## config.mk

```make
export PLATFORM = sky130hd
export DESIGN_NAME = matmul_engine
export DESIGN_NICKNAME = d
export VERILOG_FILES = /design/src/rtl/matmul_engine.sv
export SDC_FILE = /design/constraint.sdc
export NUM_CORES = 1
export LEC_CHECK = 0
export BUFFER_PORTS_ARGS = -buffer_cell sky130_fd_sc_hd__buf_2
export CORE_UTILIZATION = 51
export CTS_CLUSTER_SIZE = 25
export DETAILED_ROUTE_END_ITERATION = 10
export PLACE_DENSITY = 0.68
export SETUP_SLACK_MARGIN = 0.15
export SYNTH_ARGS = -nofsm -noshare
export SYNTH_HDL_FRONTEND = slang
export SYNTH_SLANG_ARGS = --single-unit
export TNS_END_PERCENT = 50
```

## constraint.sdc

```tcl
create_clock -name clk -period 9.8 [get_ports clk]
set_clock_uncertainty 0.05 [all_clocks]
set_input_delay 2.45 -clock clk [delete_from_list [all_inputs] [get_ports clk]]
set_output_delay 2.45 -clock clk [all_outputs]
set_load 0.005 [all_outputs]
```

## src/rtl/matmul_engine.sv

```systemverilog
// N x N weight-stationary matrix-multiply engine: byte-serial operand loads, skewed
// systolic accumulation, row-major result readout. Optional macro: SATURATE_EN.
module matmul_engine #(
  parameter int unsigned N      = 2,
  parameter int unsigned DATA_W = 8
) (
  input  logic              clk,
  input  logic              reset,
  input  logic              cmd_valid,
  input  logic [1:0]        cmd,
  input  logic [DATA_W-1:0] ui_in,
  output logic              busy,
  output logic              cmd_err,
  output logic              out_valid,
  output logic [DATA_W-1:0] uo_out,
  output logic              done
);

  localparam int unsigned NN        = N * N;
  localparam int unsigned IDX_W     = $clog2(NN);
  localparam int unsigned ACC_W     = 2 * DATA_W + $clog2(N);
  localparam int unsigned CNT_W     = $clog2(NN + 3 * N);
  localparam int unsigned COMP_LAST = 3 * N - 2;

  localparam logic [1:0] S_IDLE    = 2'd0;
  localparam logic [1:0] S_COMPUTE = 2'd1;
  localparam logic [1:0] S_DRAIN   = 2'd2;

  logic [1:0]        state_q, state_d;
  logic [CNT_W-1:0]  cnt_q, cnt_d;
  logic [IDX_W-1:0]  wptr_q, wptr_d, aptr_q, aptr_d;
  logic [DATA_W-1:0] w_q [NN];
  logic [DATA_W-1:0] w_d [NN];
  logic [DATA_W-1:0] a_q [NN];
  logic [DATA_W-1:0] a_d [NN];
  logic [ACC_W-1:0]  acc_q [NN];
  logic [ACC_W-1:0]  acc_d [NN];
  logic              busy_q, busy_d, err_q, err_d, ov_q, ov_d, done_q, done_d;
  logic [DATA_W-1:0] uo_q, uo_d;
  logic              accept;
  int                kk;

  function automatic logic [DATA_W-1:0] narrow(input logic [ACC_W-1:0] v);
`ifdef SATURATE_EN
    return (v > ACC_W'({DATA_W{1'b1}})) ? {DATA_W{1'b1}} : v[DATA_W-1:0];
`else
    return v[DATA_W-1:0];
`endif
  endfunction

  // Next-state: command decode, skewed MAC sequencing, readout selection
  always_comb begin
    state_d = state_q;
    cnt_d   = cnt_q;
    wptr_d  = wptr_q;
    aptr_d  = aptr_q;
    w_d     = w_q;
    a_d     = a_q;
    acc_d   = acc_q;
    ov_d    = 1'b0;
    uo_d    = '0;
    done_d  = 1'b0;
    kk      = 0;
    accept  = cmd_valid && (state_q == S_IDLE);
    err_d   = cmd_valid && (state_q != S_IDLE);

    case (state_q)
      S_IDLE: begin
        if (accept) begin
          case (cmd)
            2'b00: begin
              wptr_d = '0;
              aptr_d = '0;
            end
            2'b01: begin
              w_d[wptr_q] = ui_in;
              wptr_d = (wptr_q == IDX_W'(NN - 1)) ? '0 : wptr_q + 1'b1;
            end
            2'b10: begin
              a_d[aptr_q] = ui_in;
              aptr_d = (aptr_q == IDX_W'(NN - 1)) ? '0 : aptr_q + 1'b1;
            end
            default: begin
              state_d = S_COMPUTE;
              cnt_d   = '0;
              acc_d   = '{default: '0};
            end
          endcase
        end
      end
      S_COMPUTE: begin
        // PE(i,j) sees A[i][k] and W[k][j] at step k + i + j (row/column skew)
        for (int i = 0; i < int'(N); i++) begin
          for (int j = 0; j < int'(N); j++) begin
            kk = int'(cnt_q) - i - j;
            if (kk >= 0 && kk < int'(N)) begin
              acc_d[IDX_W'(i * int'(N) + j)] = acc_q[IDX_W'(i * int'(N) + j)]
                + ACC_W'(a_q[IDX_W'(i * int'(N) + kk)]) * ACC_W'(w_q[IDX_W'(kk * int'(N) + j)]);
            end
          end
        end
        if (cnt_q == CNT_W'(COMP_LAST)) begin
          state_d = S_DRAIN;
          cnt_d   = '0;
        end else begin
          cnt_d = cnt_q + 1'b1;
        end
      end
      S_DRAIN: begin
        if (cnt_q == CNT_W'(NN - 1)) begin
          state_d = S_IDLE;
          cnt_d   = '0;
          done_d  = 1'b1;
        end else begin
          cnt_d = cnt_q + 1'b1;
        end
      end
      default: state_d = S_IDLE;
    endcase

    busy_d = (state_d != S_IDLE);
    if (state_d == S_DRAIN) begin
      ov_d = 1'b1;
      uo_d = narrow(acc_d[cnt_d[IDX_W-1:0]]);
    end
  end

  always_ff @(posedge clk or posedge reset) begin
    if (reset) begin
      state_q <= S_IDLE;
      cnt_q   <= '0;
      wptr_q  <= '0;
      aptr_q  <= '0;
      w_q     <= '{default: '0};
      a_q     <= '{default: '0};
      acc_q   <= '{default: '0};
      busy_q  <= 1'b0;
      err_q   <= 1'b0;
      ov_q    <= 1'b0;
      uo_q    <= '0;
      done_q  <= 1'b0;
    end else begin
      state_q <= state_d;
      cnt_q   <= cnt_d;
      wptr_q  <= wptr_d;
      aptr_q  <= aptr_d;
      w_q     <= w_d;
      a_q     <= a_d;
      acc_q   <= acc_d;
      busy_q  <= busy_d;
      err_q   <= err_d;
      ov_q    <= ov_d;
      uo_q    <= uo_d;
      done_q  <= done_d;
    end
  end

  assign busy      = busy_q;
  assign cmd_err   = err_q;
  assign out_valid = ov_q;
  assign uo_out    = uo_q;
  assign done      = done_q;

endmodule

```

* Word level (Yosys, flattened, before mapping)
Index checks and enable logic that the tools add are counted.
** Storage, ports and cells
- Logic and storage cells :: 126
- Input port bits :: 13
- Bits in registers :: 154
- Output and inout bits :: 12
** Cells by class
- Equal/unequal tests :: 11
- Multiply operators :: 2
- Add/sub/neg operators :: 7
- Reductions and logical operators :: 19
- Multiplexer cells :: 45
- $lt $le $gt $ge :: 13
- Bitwise gates (word level) :: 7
** Operators with widths (number)
- 68-bit 2-to-1 mux :: 2
- 8-bit 2-to-1 mux :: 13
- 34-bit case mux with 2 select lines :: 1
- 8-bit binary-select mux with 2-bit select :: 4
- 32-bit bitwise mux :: 2
- 17-bit by 16-bit adder with 17-bit output :: 2
- 17-bit binary-select mux with 2-bit select :: 1
- 17-bit 2-to-1 mux :: 2
- 34-bit 2-to-1 mux :: 1
- 8-bit demux with 2-bit select :: 2
- 8-bit by 8-bit multiplier with 16-bit output :: 2
- 4-bit 2-to-1 mux :: 4
- 3-bit AND reduction :: 5
- 2-bit by 3-bit greater-or-equal comparator with 1-bit output (second input constant) :: 4
- 2-bit 2-to-1 mux :: 6
- 4-bit case mux with 3 select lines :: 1
- 2-bit == test (second input constant) :: 5
- 3-bit greater-or-equal comparator (second input constant) :: 3
- 2-bit NOT with 3-bit output :: 3
- 2-bit NOT :: 4
- 2-bit case mux with 2 select lines :: 2
- 2-bit nonzero test :: 4
- 1-bit logical AND :: 6
- 3-bit by 1-bit < comparator with 1-bit output (second input constant) :: 2
- 17 further kinds :: 23

* Logic depth before layout (Yosys ltp)
- Depth in word-level cells :: 14
- Gate-level depth with buffers :: 26
- Gate-level depth less buffers :: 22

* Worst setup path before layout
Ideal clock, no wire load.
- Path kind :: flip-flop to flip-flop
- Start :: reg cnt_q[0]
- End :: reg uo_q[7], in the netlist uo_out[7]
- Setup time :: 136 ps
- Path buffers :: 4
- Cell stages (with the launch flop) :: 25
- Data arrival time :: 5229 ps
- Period minus slack after synthesis :: 5415 ps
- Data required time :: 9614 ps
- Path slack :: 4385 ps
- Cells stage by stage :: dfrtp_1 buf_6 buf_12 buf_8 inv_1 ha_1 clkbuf_2 mux4_2 nand2_1 fa_1 inv_1 fa_1 ha_1 inv_1 fa_1 inv_1 fa_1 a21o_1 a21oi_1 xor2_1 xnor2_1 xnor3_1 a22o_1 nor2_2 o41ai_2
** RTL lines
- from (decl) :: RTL line 30 : logic [CNT_W-1:0] cnt_q, cnt_d;
- from (signal assigned) :: RTL line 144 : cnt_q <= cnt_d;
- to (signal assigned) :: RTL line 153 : uo_q <= uo_d;
- to (decl) :: RTL line 39 : logic [DATA_W-1:0] uo_q, uo_d;

==> metrics.md <==
| Metric | Value |
|---|---|
| Largest net degree at the start of global routing | 66 |
| Port Buf Inserts | 24 |
| Synthesized area | 7621 sq um |
| Die ar. | 15440 sq um |
| Pre-CTS setup slack | between 3 and 4 ns |
| CTS hold repair buffers | 0 |
| FF-to-FF setup slack | around 3.3 ns |
| Reg2reg end | uo_out[7] |
| CP arrival | between 6 and 7 ns |
| Final Wtd Congestion | ~0.84 |
| Share of layout cells above drive strength 1 | 20.93% |
| Max cap viols | 0 |
| First-pass GRT wire length | approximately 27000 um |
| Fin cells | roughly 900 |
| Max Clk Rate | about 0.15 GHz |
| Seq cells post-synth | 118 |
| Crit Path Category | reg2reg |
| Count of different cell masters after synthesis | 45 |
| Period minus WS final | 6.461 ns |
| Final worst-path setup slack | 3.339 ns |
| Fillers | approximately 1200 |
| Root buffer cell | clkbuf_16 |
| Antenna Cells | 0 |
| Post-Syn Instances | 675 |
| Core area | ~15000 sq um |
| Count of flip-flops with a built-in enable after synthesis | 0 |
| Endpoints failing hold | 0 |
| All-Layer GR Usage | ~23% |
| Starting Density | a little over half |
| RSZ-0062 raised after global routing | false |
| Ys flop type | dfrtp_1 |
| Drt initial violations | approximately 330 |
| Vias | approximately 4900 |
| Register area | a little under 3000 sq um |
| Critical-path top delay cell | dfrtp_2 |
| Initial antenna violation count | 0 |
| Final setup TNS | 0 ns |
| Total instance count after detailed placement | 864 |
| Clock buffer count from CTS | 17 |
| Grt ovf | 0 |
| Ports | 25 |
| DRC | 0 |
| # nets final | between 700 and 800 |
| Multi-input logic area | between 4000 and 5000 sq um |
| WL final | between 15000 and 20000 um |
| Critical path startpoint category | flop |
| CTS tree | built |
| Min-Delay Endpoint | acc_q[20] |
| Worst-Margin Slew | 0.9915 ns |
| Slew Limit Fails | 0 |
| Die H | between 100 and 150 um |
| Clock sink count | around 120 |
| Status | finished, final reports clean |
| Chip Width | between 100 and 150 um |
| Fin crit share | roughly two thirds |
| Slew Limit Headroom | between 30% and 40% |
| Reg clk slew, reported paths | 0.05 ns |
| Hold Crit Start | acc_q[20] |
| Core Rows | 44 |
| Post-CTS Setup Bufs | 0 |
| Most frequent cell on the critical path | ha_1 |
| CP Capture Type | flop |
| CP required | 10.01 ns |
| CTS max path bufs | 2 |
| Post-CTS sizing | 0 |
| WL per Instance | 17.92 um |
| Hold/Removal Path Class | reg2reg |
| Remaining antenna violation count | 0 |
| Cells on worst reg2reg path | 20 |
| Mean Syn Cell Area | approximately 11 sq um |
| CP Max Fanout | 42 |
| R2r startpoint | cnt_q[0] |
| Worst-skew pair later-pin latency | 0.42 ns |
| Vias/cell | roughly 5.5 |
| DP Wirelength | around 12000 um |
| Synth warn | 0 |
| Vias in the first global route | between 5000 and 6000 |
| Commonest non-fill, non-tap cell in the layout | dfrtp_1 |
| H-Tree Depth | 4 |
| Crit path cell chain | inv_1, ha_1, mux4_1, and2_1, fa_1, ha_1, ha_1, inv_1, fa_1, inv_1, ha_1, fa_1, a21o_1, a21oi_1, xor2_1, xnor2_1, xnor3_1, a22o_1, nor2_2, o41ai_2 |
| Area Overhead vs Synth | 10.20% |
| Commonest cells after routing, fill and taps aside | dfrtp_1, inv_1, nand2_1, mux2_2, ha_1 |
| Asr flop ratio synth | 100.0% |
| Max incr delay on CP | 1.00 ns |
| Hold depth | 1 |
| Router iterations before antenna repair | 6 |
| Syn_nets | 770 |
| Setup Viol. Count Final | 0 |
| Sequential area share after synthesis | around 39% |
## sequential cells by signal, indices dropped and copies added (netlist names)
| register | cells |
|---|---|
| uo_out | 8 |
| state_q | 2 |
| cnt_q | 4 |
| cmd_err | 1 |
| w_q | 32 |
| a_q | 32 |
| acc_q | 32 |
| aptr_q | 2 |
| busy | 1 |
| out_valid | 1 |
| done | 1 |
| wptr_q | 2 |
## worst max-delay path, delay by kind of cell, from the launching register on
kind,cells,cell delay (ns)
adder cells (fa/ha/maj),7,2.74
multiplexers,1,0.50
XOR/XNOR,3,0.57
AO/OA/AOI/OAI,4,0.70
flip-flops,1,1.00
buffers and inverters,3,0.39
AND/OR/NAND/NOR,2,0.36
## area by class of cell
class	instances	area share, %
multi-input cells	451	50.07
clock buffers	20	5.319
clock inverters	12	1.251
repair buffers	26	1.609
inverters	85	3.829
flip-flops and latches	118	35.18
well taps	184	2.741
## worst max-delay path by stage
| stage | startpoint | end | slack, ns | depth (start not counted) |
|---|---|---|---|---|
| floorplan | reset | a_q[0] | 4.17 | 1 |
| global route | cnt_q[0] | uo_out[7] | 2.94 | 20 |
| CTS | cnt_q[0] | uo_out[7] | 3.29 | 20 |
| detailed placement | cnt_q[0] | uo_out[7] | 3.31 | 20 |
| finish | cnt_q[0] | uo_out[7] | 3.34 | 20 |
| global placement | cnt_q[0] | uo_out[7] | 3.58 | 20 |
## routing by layer
layer	part of all wire (%)	vias up	global-route usage [%]
li1	-	2286	-
met1	46	2496	30.19
met2	48	107	36.69
met3	4.1	25	5.302
met4	1.8	0	7.725
met5	0	-	0
## Yosys cell counts, types with 2 or more instances
cell	count	area (sq um)
or2_2	2	12.51
buf_2	4	20.02
o2bb2ai_1	3	26.28
xor2_1	6	52.55
mux4_1	5	131.4
or3_1	2	12.51
a22o_1	16	140.1
a22oi_1	2	15.01
a311oi_1	6	52.55
mux2i_1	10	100.1
a211oi_1	6	45.04
o31ai_1	2	15.01
and2_1	35	219.0
nor2b_1	11	68.82
a21o_1	5	37.54
nand2_1	78	292.8
xnor3_1	2	45.04
mux2_2	76	855.8
mux4_2	9	202.7
o21ai_0	9	45.04
dfrtp_1	118	2953
a21oi_1	7	35.03
nor3_1	2	10.01
buf_6	2	22.52
clkbuf_1	11	41.29
inv_1	84	315.3
and2_0	3	18.77
ha_1	46	575.6
nand2_2	2	12.51
xnor2_1	27	236.5
fa_1	36	720.7
buf_12	2	40.04
nor2_1	20	75.07
nand3_1	4	20.02
nand2b_1	12	75.07
## metrics by stage
step	area (sq um)	util (%)	hold WS, ns
floorplan	7621	-	0.3919
global placement	7846	53.99	0.4110
detailed placement	7846	53.99	0.4094
CTS	8398	57.78	0.4247
global route	8398	57.78	0.4464
finish	8398	57.78	0.4294
## logic make-up after synthesis
logic type                 count (synthesis)  share of synthesized area [%]
and+or+nand+nor                          172                          10.80
DFF                                      118                          38.75
buffers and inverters                    106                          6.074
muxes                                    100                          16.93
adders and majority gates                 82                          17.01
AOI/OAI and AO/OA                         62                          6.058
xor gates and xnor gates                  35                          4.384
Power is not shown: default switching activity piles up to over one toggle a cycle in this logic, so the estimate is an artifact.
